===== src/rtl/rbm_hidden_sched_if.sv =====
// rtl/rbm_hidden_sched_if.sv - handshake bundle between rbm_hidden_sched and its frame, weight, core and result neighbours
interface rbm_hidden_sched_if #(
  parameter int J_W = 6
);
  logic           frame_valid;
  logic           frame_ready;
  logic           abort;
  logic           col_req;
  logic           col_rdy;
  logic [J_W-1:0] sel_j;
  logic           core_start;
  logic           core_busy;
  logic [15:0]    core_pj;
  logic           h_valid;
  logic           h_ready;
  logic [J_W-1:0] h_idx;
  logic [15:0]    h_data;
  logic           frame_done;
  logic           err;

  modport master (
    input  frame_valid, abort, col_rdy, core_busy, core_pj, h_ready,
    output frame_ready, col_req, sel_j, core_start, h_valid, h_idx, h_data, frame_done, err
  );

  modport slave (
    output frame_valid, abort, col_rdy, core_busy, core_pj, h_ready,
    input  frame_ready, col_req, sel_j, core_start, h_valid, h_idx, h_data, frame_done, err
  );
endinterface


===== src/rtl/rbm_hidden_sched.sv =====
// rtl/rbm_hidden_sched.sv - RBM hidden-layer scheduler; WAIT watchdog and sticky err under RBM_SCHED_TIMEOUT_EN
module rbm_hidden_sched #(
  parameter int I_DIM = 256,
  parameter int H_DIM = 64,
  parameter int J_W   = (H_DIM > 1) ? $clog2(H_DIM) : 1
) (
  input logic                clk,
  input logic                rst,
  rbm_hidden_sched_if.master bus_io
);
  typedef enum logic [2:0] {S_IDLE, S_REQ, S_START, S_WAIT, S_EMIT, S_NEXT} state_t;

  localparam logic [J_W-1:0] J_LAST = J_W'(H_DIM - 1);

  if (H_DIM < 1 || I_DIM < 1) begin : g_bad_param
    $error("rbm_hidden_sched: H_DIM and I_DIM must be >= 1");
  end

  state_t         state_q, state_d;
  logic [J_W-1:0] j_q, j_d;
  logic [J_W-1:0] h_idx_q, h_idx_d;
  logic [15:0]    h_data_q, h_data_d;
  logic           seen_busy_q, seen_busy_d;

`ifdef RBM_SCHED_TIMEOUT_EN
  localparam int TMO   = I_DIM + 16;
  localparam int CNT_W = $clog2(TMO + 1);
  logic [CNT_W-1:0] cnt_q, cnt_d;
  logic             err_q, err_d;
`endif

  always_comb begin
    state_d     = state_q;
    j_d         = j_q;
    h_idx_d     = h_idx_q;
    h_data_d    = h_data_q;
    seen_busy_d = seen_busy_q;
`ifdef RBM_SCHED_TIMEOUT_EN
    cnt_d       = cnt_q;
    err_d       = err_q;
`endif
    case (state_q)
      S_IDLE: begin
        if (bus_io.frame_valid) begin
          state_d = S_REQ;
          j_d     = '0;
        end
      end
      S_REQ: begin
        if (bus_io.col_rdy) state_d = S_START;
      end
      S_START: begin
        seen_busy_d = 1'b0;
`ifdef RBM_SCHED_TIMEOUT_EN
        cnt_d       = '0;
`endif
        state_d     = S_WAIT;
      end
      S_WAIT: begin
        if (bus_io.core_busy) seen_busy_d = 1'b1;
        // Completion is the falling edge of busy after it was observed high.
        if (seen_busy_q && !bus_io.core_busy) begin
          h_data_d = bus_io.core_pj;
          h_idx_d  = j_q;
          state_d  = S_EMIT;
        end
`ifdef RBM_SCHED_TIMEOUT_EN
        else if (cnt_q == CNT_W'(TMO) ||
                 (!seen_busy_q && !bus_io.core_busy && cnt_q == CNT_W'(3))) begin
          err_d   = 1'b1;
          state_d = S_IDLE;
        end
        cnt_d = cnt_q + CNT_W'(1);
`endif
      end
      S_EMIT: begin
        if (bus_io.h_ready) state_d = S_NEXT;
      end
      S_NEXT: begin
        if (j_q == J_LAST) begin
          state_d = S_IDLE;
        end else begin
          j_d     = j_q + J_W'(1);
          state_d = S_REQ;
        end
      end
      default: state_d = S_IDLE;
    endcase
    if (bus_io.abort) state_d = S_IDLE;
  end

  always_ff @(posedge clk) begin
    if (rst) begin
      state_q     <= S_IDLE;
      j_q         <= '0;
      h_idx_q     <= '0;
      h_data_q    <= '0;
      seen_busy_q <= 1'b0;
`ifdef RBM_SCHED_TIMEOUT_EN
      cnt_q       <= '0;
      err_q       <= 1'b0;
`endif
    end else begin
      state_q     <= state_d;
      j_q         <= j_d;
      h_idx_q     <= h_idx_d;
      h_data_q    <= h_data_d;
      seen_busy_q <= seen_busy_d;
`ifdef RBM_SCHED_TIMEOUT_EN
      cnt_q       <= cnt_d;
      err_q       <= err_d;
`endif
    end
  end

  assign bus_io.frame_ready = (state_q == S_IDLE) && !rst;
  assign bus_io.col_req     = (state_q == S_REQ);
  assign bus_io.core_start  = (state_q == S_START);
  assign bus_io.h_valid     = (state_q == S_EMIT);
  assign bus_io.frame_done  = (state_q == S_NEXT) && (j_q == J_LAST);
  assign bus_io.sel_j       = j_q;
  assign bus_io.h_idx       = h_idx_q;
  assign bus_io.h_data      = h_data_q;
`ifdef RBM_SCHED_TIMEOUT_EN
  assign bus_io.err         = err_q;
`else
  assign bus_io.err         = 1'b0;
`endif
endmodule


===== src/flat_wrapper.sv =====
// flat-port wrapper written by rule: the top's interface ports become plain ports
module rbm_hidden_sched_flat 
#(
  parameter int I_DIM = 256,
  parameter int H_DIM = 64,
  parameter int J_W   = (H_DIM > 1) ? $clog2(H_DIM) : 1
)
  (clk, rst, bus_io_frame_valid, bus_io_abort, bus_io_col_rdy, bus_io_core_busy, bus_io_core_pj, bus_io_h_ready, bus_io_frame_ready, bus_io_col_req, bus_io_sel_j, bus_io_core_start, bus_io_h_valid, bus_io_h_idx, bus_io_h_data, bus_io_frame_done, bus_io_err);
  rbm_hidden_sched_if #(.J_W(J_W)) bus_io_i ();
  input logic clk;
  input logic rst;
  input wire logic [$bits(bus_io_i.frame_valid)-1:0] bus_io_frame_valid;
  input wire logic [$bits(bus_io_i.abort)-1:0] bus_io_abort;
  input wire logic [$bits(bus_io_i.col_rdy)-1:0] bus_io_col_rdy;
  input wire logic [$bits(bus_io_i.core_busy)-1:0] bus_io_core_busy;
  input wire logic [$bits(bus_io_i.core_pj)-1:0] bus_io_core_pj;
  input wire logic [$bits(bus_io_i.h_ready)-1:0] bus_io_h_ready;
  output wire logic [$bits(bus_io_i.frame_ready)-1:0] bus_io_frame_ready;
  output wire logic [$bits(bus_io_i.col_req)-1:0] bus_io_col_req;
  output wire logic [$bits(bus_io_i.sel_j)-1:0] bus_io_sel_j;
  output wire logic [$bits(bus_io_i.core_start)-1:0] bus_io_core_start;
  output wire logic [$bits(bus_io_i.h_valid)-1:0] bus_io_h_valid;
  output wire logic [$bits(bus_io_i.h_idx)-1:0] bus_io_h_idx;
  output wire logic [$bits(bus_io_i.h_data)-1:0] bus_io_h_data;
  output wire logic [$bits(bus_io_i.frame_done)-1:0] bus_io_frame_done;
  output wire logic [$bits(bus_io_i.err)-1:0] bus_io_err;
  assign bus_io_i.frame_valid = bus_io_frame_valid;
  assign bus_io_i.abort = bus_io_abort;
  assign bus_io_i.col_rdy = bus_io_col_rdy;
  assign bus_io_i.core_busy = bus_io_core_busy;
  assign bus_io_i.core_pj = bus_io_core_pj;
  assign bus_io_i.h_ready = bus_io_h_ready;
  assign bus_io_frame_ready = bus_io_i.frame_ready;
  assign bus_io_col_req = bus_io_i.col_req;
  assign bus_io_sel_j = bus_io_i.sel_j;
  assign bus_io_core_start = bus_io_i.core_start;
  assign bus_io_h_valid = bus_io_i.h_valid;
  assign bus_io_h_idx = bus_io_i.h_idx;
  assign bus_io_h_data = bus_io_i.h_data;
  assign bus_io_frame_done = bus_io_i.frame_done;
  assign bus_io_err = bus_io_i.err;
  rbm_hidden_sched #(.I_DIM(I_DIM), .H_DIM(H_DIM), .J_W(J_W)) u_core (.clk(clk), .rst(rst), .bus_io(bus_io_i));
endmodule

===== config.mk =====
export PLATFORM = sky130hd
export DESIGN_NAME = rbm_hidden_sched_flat
export DESIGN_NICKNAME = d
export VERILOG_FILES = /design/src/rtl/rbm_hidden_sched_if.sv /design/src/rtl/rbm_hidden_sched.sv /design/src/flat_wrapper.sv
export SDC_FILE = /design/constraint.sdc
export NUM_CORES = 1
export LEC_CHECK = 0
export ABC_CLOCK_PERIOD_IN_PS = 1840
export BUFFER_PORTS_ARGS = -buffer_cell sky130_fd_sc_hd__buf_2
export CAP_MARGIN = 25
export CORE_MARGIN = 10
export CORE_UTILIZATION = 39
export DETAILED_ROUTE_END_ITERATION = 6
export PLACE_DENSITY = 0.76
export SYNTH_ARGS = -nofsm -noshare
export SYNTH_HDL_FRONTEND = slang
export SYNTH_SLANG_ARGS = --single-unit

===== constraint.sdc =====
create_clock -name clk -period 1.84 [get_ports clk]
set_input_delay 0.184 -clock clk [delete_from_list [all_inputs] [get_ports clk]]
set_output_delay 0.184 -clock clk [all_outputs]
set_load 0.03 [all_outputs]

# Word-level counts from Yosys, hierarchy flattened
# Cells that the tools add are included.
[op_classes] addsub=1 muxes=11 n_eq_ne=12 reduce_logical=13
[op_table] op="3-bit case mux with 6 select lines" n=1
[op_table] op="3-bit two-way mux" n=4
[op_table] op="6-bit two-way mux" n=2
[op_table] op="6-bit case mux with 2 select lines" n=1
[op_table] op="2-bit inequality test, second input constant" n=5
[op_table] op="6-bit by 1-bit adder with 6-bit output, second input constant" n=1
[op_table] op="3-bit by 2-bit == test with 1-bit output, second input constant" n=2
[op_table] op="3-bit == test, second input constant" n=2
[op_table] op="6-bit == test, second input constant" n=1
[op_table] op="2-bit AND reduction" n=2
[op_table] op="4-bit AND reduction" n=1
[op_table] op="2-bit nonzero test" n=2
[op_table] op="3-bit by 1-bit == test with 1-bit output, second input constant" n=1
[op_table] op="1-bit logical AND" n=3
[op_table] op="3-bit zero test" n=1
[op_table] op="3-bit AND reduction" n=1
[op_table] op="1-bit zero test" n=2
[op_table] op="1-bit two-way mux" n=2
[op_table] op="2-bit by 1-bit inequality test with 1-bit output, second input constant" n=1
[op_table] op="1-bit case mux with 2 select lines" n=1
[op_table] op="2-bit OR reduction" n=1
[word_totals] out_inout_bits=34 inputBits=23 wordCells=42 ff_bits=32

# Depth between registers and ports, before layout
[depth] word_depth=4 depth_mapped=5 ltp_nobuf=4

# Least setup slack after synthesis
# Ideal clock, no wire load.
[synth_timing] path_type="register -> output" startpoint="register u_core.j_q[0] (netlist: u_core.bus_io.sel_j[0])" endpoint="output port bus_io_frame_done" required_time_ns=1.656 n_path_buf=0 stages_incl_launch_ff=4 setup_slack_ns=-0.050 arrival_ns=1.706 cell_sequence="dfxtp_1 -> ha_1 -> nand3_1 -> nor3_1"
[synth_via] elab_chain_len=2
[synth_rtl] item="from (decl)" line_no="rbm_hidden_sched.sv:20" rtl="logic [J_W-1:0] j_q, j_d;"
[synth_rtl] item="from (signal assigned)" line_no="rbm_hidden_sched.sv:105" rtl="j_q <= j_d;"
[synth_rtl] item="6-bit == test" line_no="rbm_hidden_sched.sv:120" rtl="assign bus_io.frame_done = (state_q == S_NEXT) && (j_q == J_LAST);"
[synth_rtl] item="1-bit logical AND" line_no="rbm_hidden_sched.sv:120"
[synth_rtl] item="to (decl)" line_no="flat_wrapper.sv:25" rtl="output wire logic [$bits(bus_io_i.frame_done)-1:0] bus_io_frame_done;"
# No other way between the ends.

# Final worst setup path
# Ends and elaborated chain as after synthesis.

==> results_dict.tcl <==
set metrics [dict create \
    status "finished, final reports clean" \
    gp_congestion 0.768 \
    die-area_um2 6600 \
    wl_per_cell_um 14.7 \
    cts_inserted_buffers 5 \
    setup_viol 0 \
    max-slew-margin-rel 0.644 \
    dp_hpwl_um 2910 \
    sw_frac_of_total 0.209 \
    holdCritPathClass "primary input to register" \
    start_util 0.403 \
    worst-path-max-fanout 7 \
    p_leak_nw 0.807 \
    clock_skew_ps 4.44 \
    hold_violations 0 \
    ys_async_sr_fraction 0 \
    cts-root-buf "clkbuf_8" \
    yosysTopAreaCellShare 0.438 \
    routed_via_density 5.43 \
    grt_setup_unrepaired "no" \
    dr.first_iter.drc_count 116 \
    ys_ff_latch 32 \
    synth_nets 197 \
    p_int_mw 1.13 \
    seq_power_share 0.487 \
    rrSetupSlack_ps 380 \
    ys.warnings.count 0 \
    path_clk_slew_ps 60 \
    netlist_area_um2 1460 \
    cts_tree "done" \
    cp_cell_sequence "ha_2 > nand3_1 > nor3_2 > buf_2" \
    dr.pass1.iters 4 \
    grt_pass1_vias 1405 \
    synth_commonest_cells "dfxtp_1 (32), a21oi_1 (26), nand3_1 (24)" \
    p_sw_uw 299 \
    grt_overflow_total 0 \
    finalMaxSlewViolations 0 \
    ant_nets 0 \
    post-route-min-period_ps 1680 \
    fp.dieH_um 81.2 \
    critical_path_class "register to output port" \
    core_area_um2 3630 \
    netlist.top_cell.by_area "dfxtp_1" \
    place_inst 266 \
    combPwrFrac 0.056 \
    dominantRegCellSynth "dfxtp_1" \
    synth_edf_count 0 \
    area_delta_synth_final_pct 29.1 \
    netlist_top_cells_area "dfxtp_1 (44%), a21oi_1 (8.9%), nand3_1 (8.2%)" \
    yosysSeqAreaShare 0.438 \
    holdWs_ps 150 \
    worstPathRequired_ps 1660 \
    worstSetupEndpointType "output port" \
    io_buffers 55 \
    synth_most_common_cell "dfxtp_1" \
    power_frac_clock 0.457 \
    ctsHoldBuffers 0 \
    fp.dieW_um 81.2 \
    nNetsFinal 249 \
    ys_types 36 \
    diodes 0 \
    grt_start_max_net_pins 33 \
    power_density_nw_per_um2 756 \
    cts_sinks 32 \
    core.rowCount 22 \
    ios 57 \
    tns_ps 0 \
    utilization 0.520 \
    routed_wl_um 4030 \
    worst_pin_slew_ps 533 \
    post_route_cells_drive_above_1_share 0.327 \
    p_total_mw 1.43 \
    fmax_mhz 595 \
    avgSynthCellArea_um2 8.45 \
    cts_setup_buffers 0 \
    ir_worst_vdd_mv 0.425 \
    critPathMaxStageDelay_ps 420 \
    vias 1487 \
    clkLatencyLatePin_ps 280 \
    cts_max_path_buffers 2 \
    critPathSlowestCell "dfxtp_1" \
    grt.total_usage 0.126 \
    drc 0 \
    grt_pass1_wl_um 6660 \
    period_share 0.913 \
    final_cells 274 \
    arrival_ps 1500 \
    cts.htree.levels 2 \
    drv_cap 0 \
    synthesis.instances 173 \
    startpoint_type "register" \
    antenna_found_initial 0 \
]
## power groups by stage
| stage | logic, mW | registers, mW | clock network (mW) |
|---|---|---|---|
| finish | 0.0800 | 0.696 | 0.652 |
| global route | 0.0897 | 0.696 | 0.703 |
| CTS | 0.0808 | 0.696 | 0.673 |
| detailed placement | 0.0802 | 0.712 | 0 |
| global placement | 0.0793 | 0.712 | 0 |
| floorplan | 0.0482 | 0.711 | 0 |
## placed cells by master (no fill, tap or decap), types with 3 or more instances in the layout
| cell | synthesis | final |
|---|---|---|
| buf_2 | 10 | 55 |
| o21ai_0 | 3 | 3 |
| buf_4 | 2 | 8 |
| nor2_1 | 3 | 3 |
| a21oi_1 | 26 | 26 |
| nand3b_1 | 5 | 5 |
| nor3_1 | 4 | 3 |
| mux2i_1 | 4 | 4 |
| nand3_1 | 24 | 24 |
| nor3b_1 | 3 | 3 |
| clkbuf_8 | 0 | 5 |
| o21ai_1 | 20 | 20 |
| dfxtp_1 | 32 | 32 |
## final cells by class
type	instances	area, µm²
well taps	48	60.1
flip-flops and latches	32	641
fillers	379	1750
clock inverters	2	35.0
inverters	2	7.51
clock buffers	6	72.6
repair buffers	63	335
multi-input cells	121	737
## per-stage QoR
step / worst slack, ps / cell area [µm²]
after global routing: 44.4 / 1890
after global placement: 451 / 1780
final: 161 / 1890
after floorplan: 182 / 1470
after detailed placement: 396 / 1780
after CTS: 122 / 1890
## cells by family (layout without fill, tap and decap cells)
| family | after synthesis | in the layout | share of synthesized area |
|---|---|---|---|
| muxes | 4 | 4 | 0.0274 |
| DFF | 32 | 32 | 0.438 |
| adders and majority gates | 1 | 1 | 0.00855 |
| buffers and inverters | 20 | 73 | 0.0650 |
| and+or+nand+nor | 57 | 57 | 0.242 |
| other | 1 | 1 | 0.00256 |
| AOI/OAI and AO/OA | 58 | 58 | 0.216 |
## sequential cells by signal, summed over array words and instances (netlist names)
name	flops
u_core.state_q	3
u_core.bus_io.h_idx	6
u_core.bus_io.sel_j	6
u_core.seen_busy_q	1
u_core.bus_io.h_data	16
## metal layers
layer  wire (µm)  vias to the layer above  global-route usage
li1            -                      735                   -
met2        1840                       56               0.193
met1        1720                      692               0.146
met5           0                        -                   0
met4          60                        0              0.0571
met3         409                        4              0.0596
## worst max-delay path, delay by kind of cell (launching register included)
family / cells / cell delay (ps)
adders and majority gates: 1 / 260
buffers and inverters: 1 / 210
DFF: 1 / 420
and+or+nand+nor: 2 / 320
## worst paths after layout
check / start / to / cells past startpoint
min reg2reg: u_core.bus_io.h_data[4]$_SDFFE_PP0P_ / u_core.bus_io.h_data[4]$_SDFFE_PP0P_ / 2
max reg2reg: u_core.state_q[1]$_SDFFE_PP0P_ / u_core.bus_io.sel_j[3]$_SDFFE_PP0P_ / 3
min: bus_io_core_pj[2] / u_core.bus_io.h_data[2]$_SDFFE_PP0P_ / 3
max: u_core.bus_io.sel_j[0]$_SDFFE_PP0P_ / bus_io_frame_done / 4
## timing repair
item | CTS | global route
endpoints found under the hold margin | 0 | 0
resized for setup | 0 | 1
setup endpoints to repair | 0 | 1
Power figures use the tool's default switching activity.
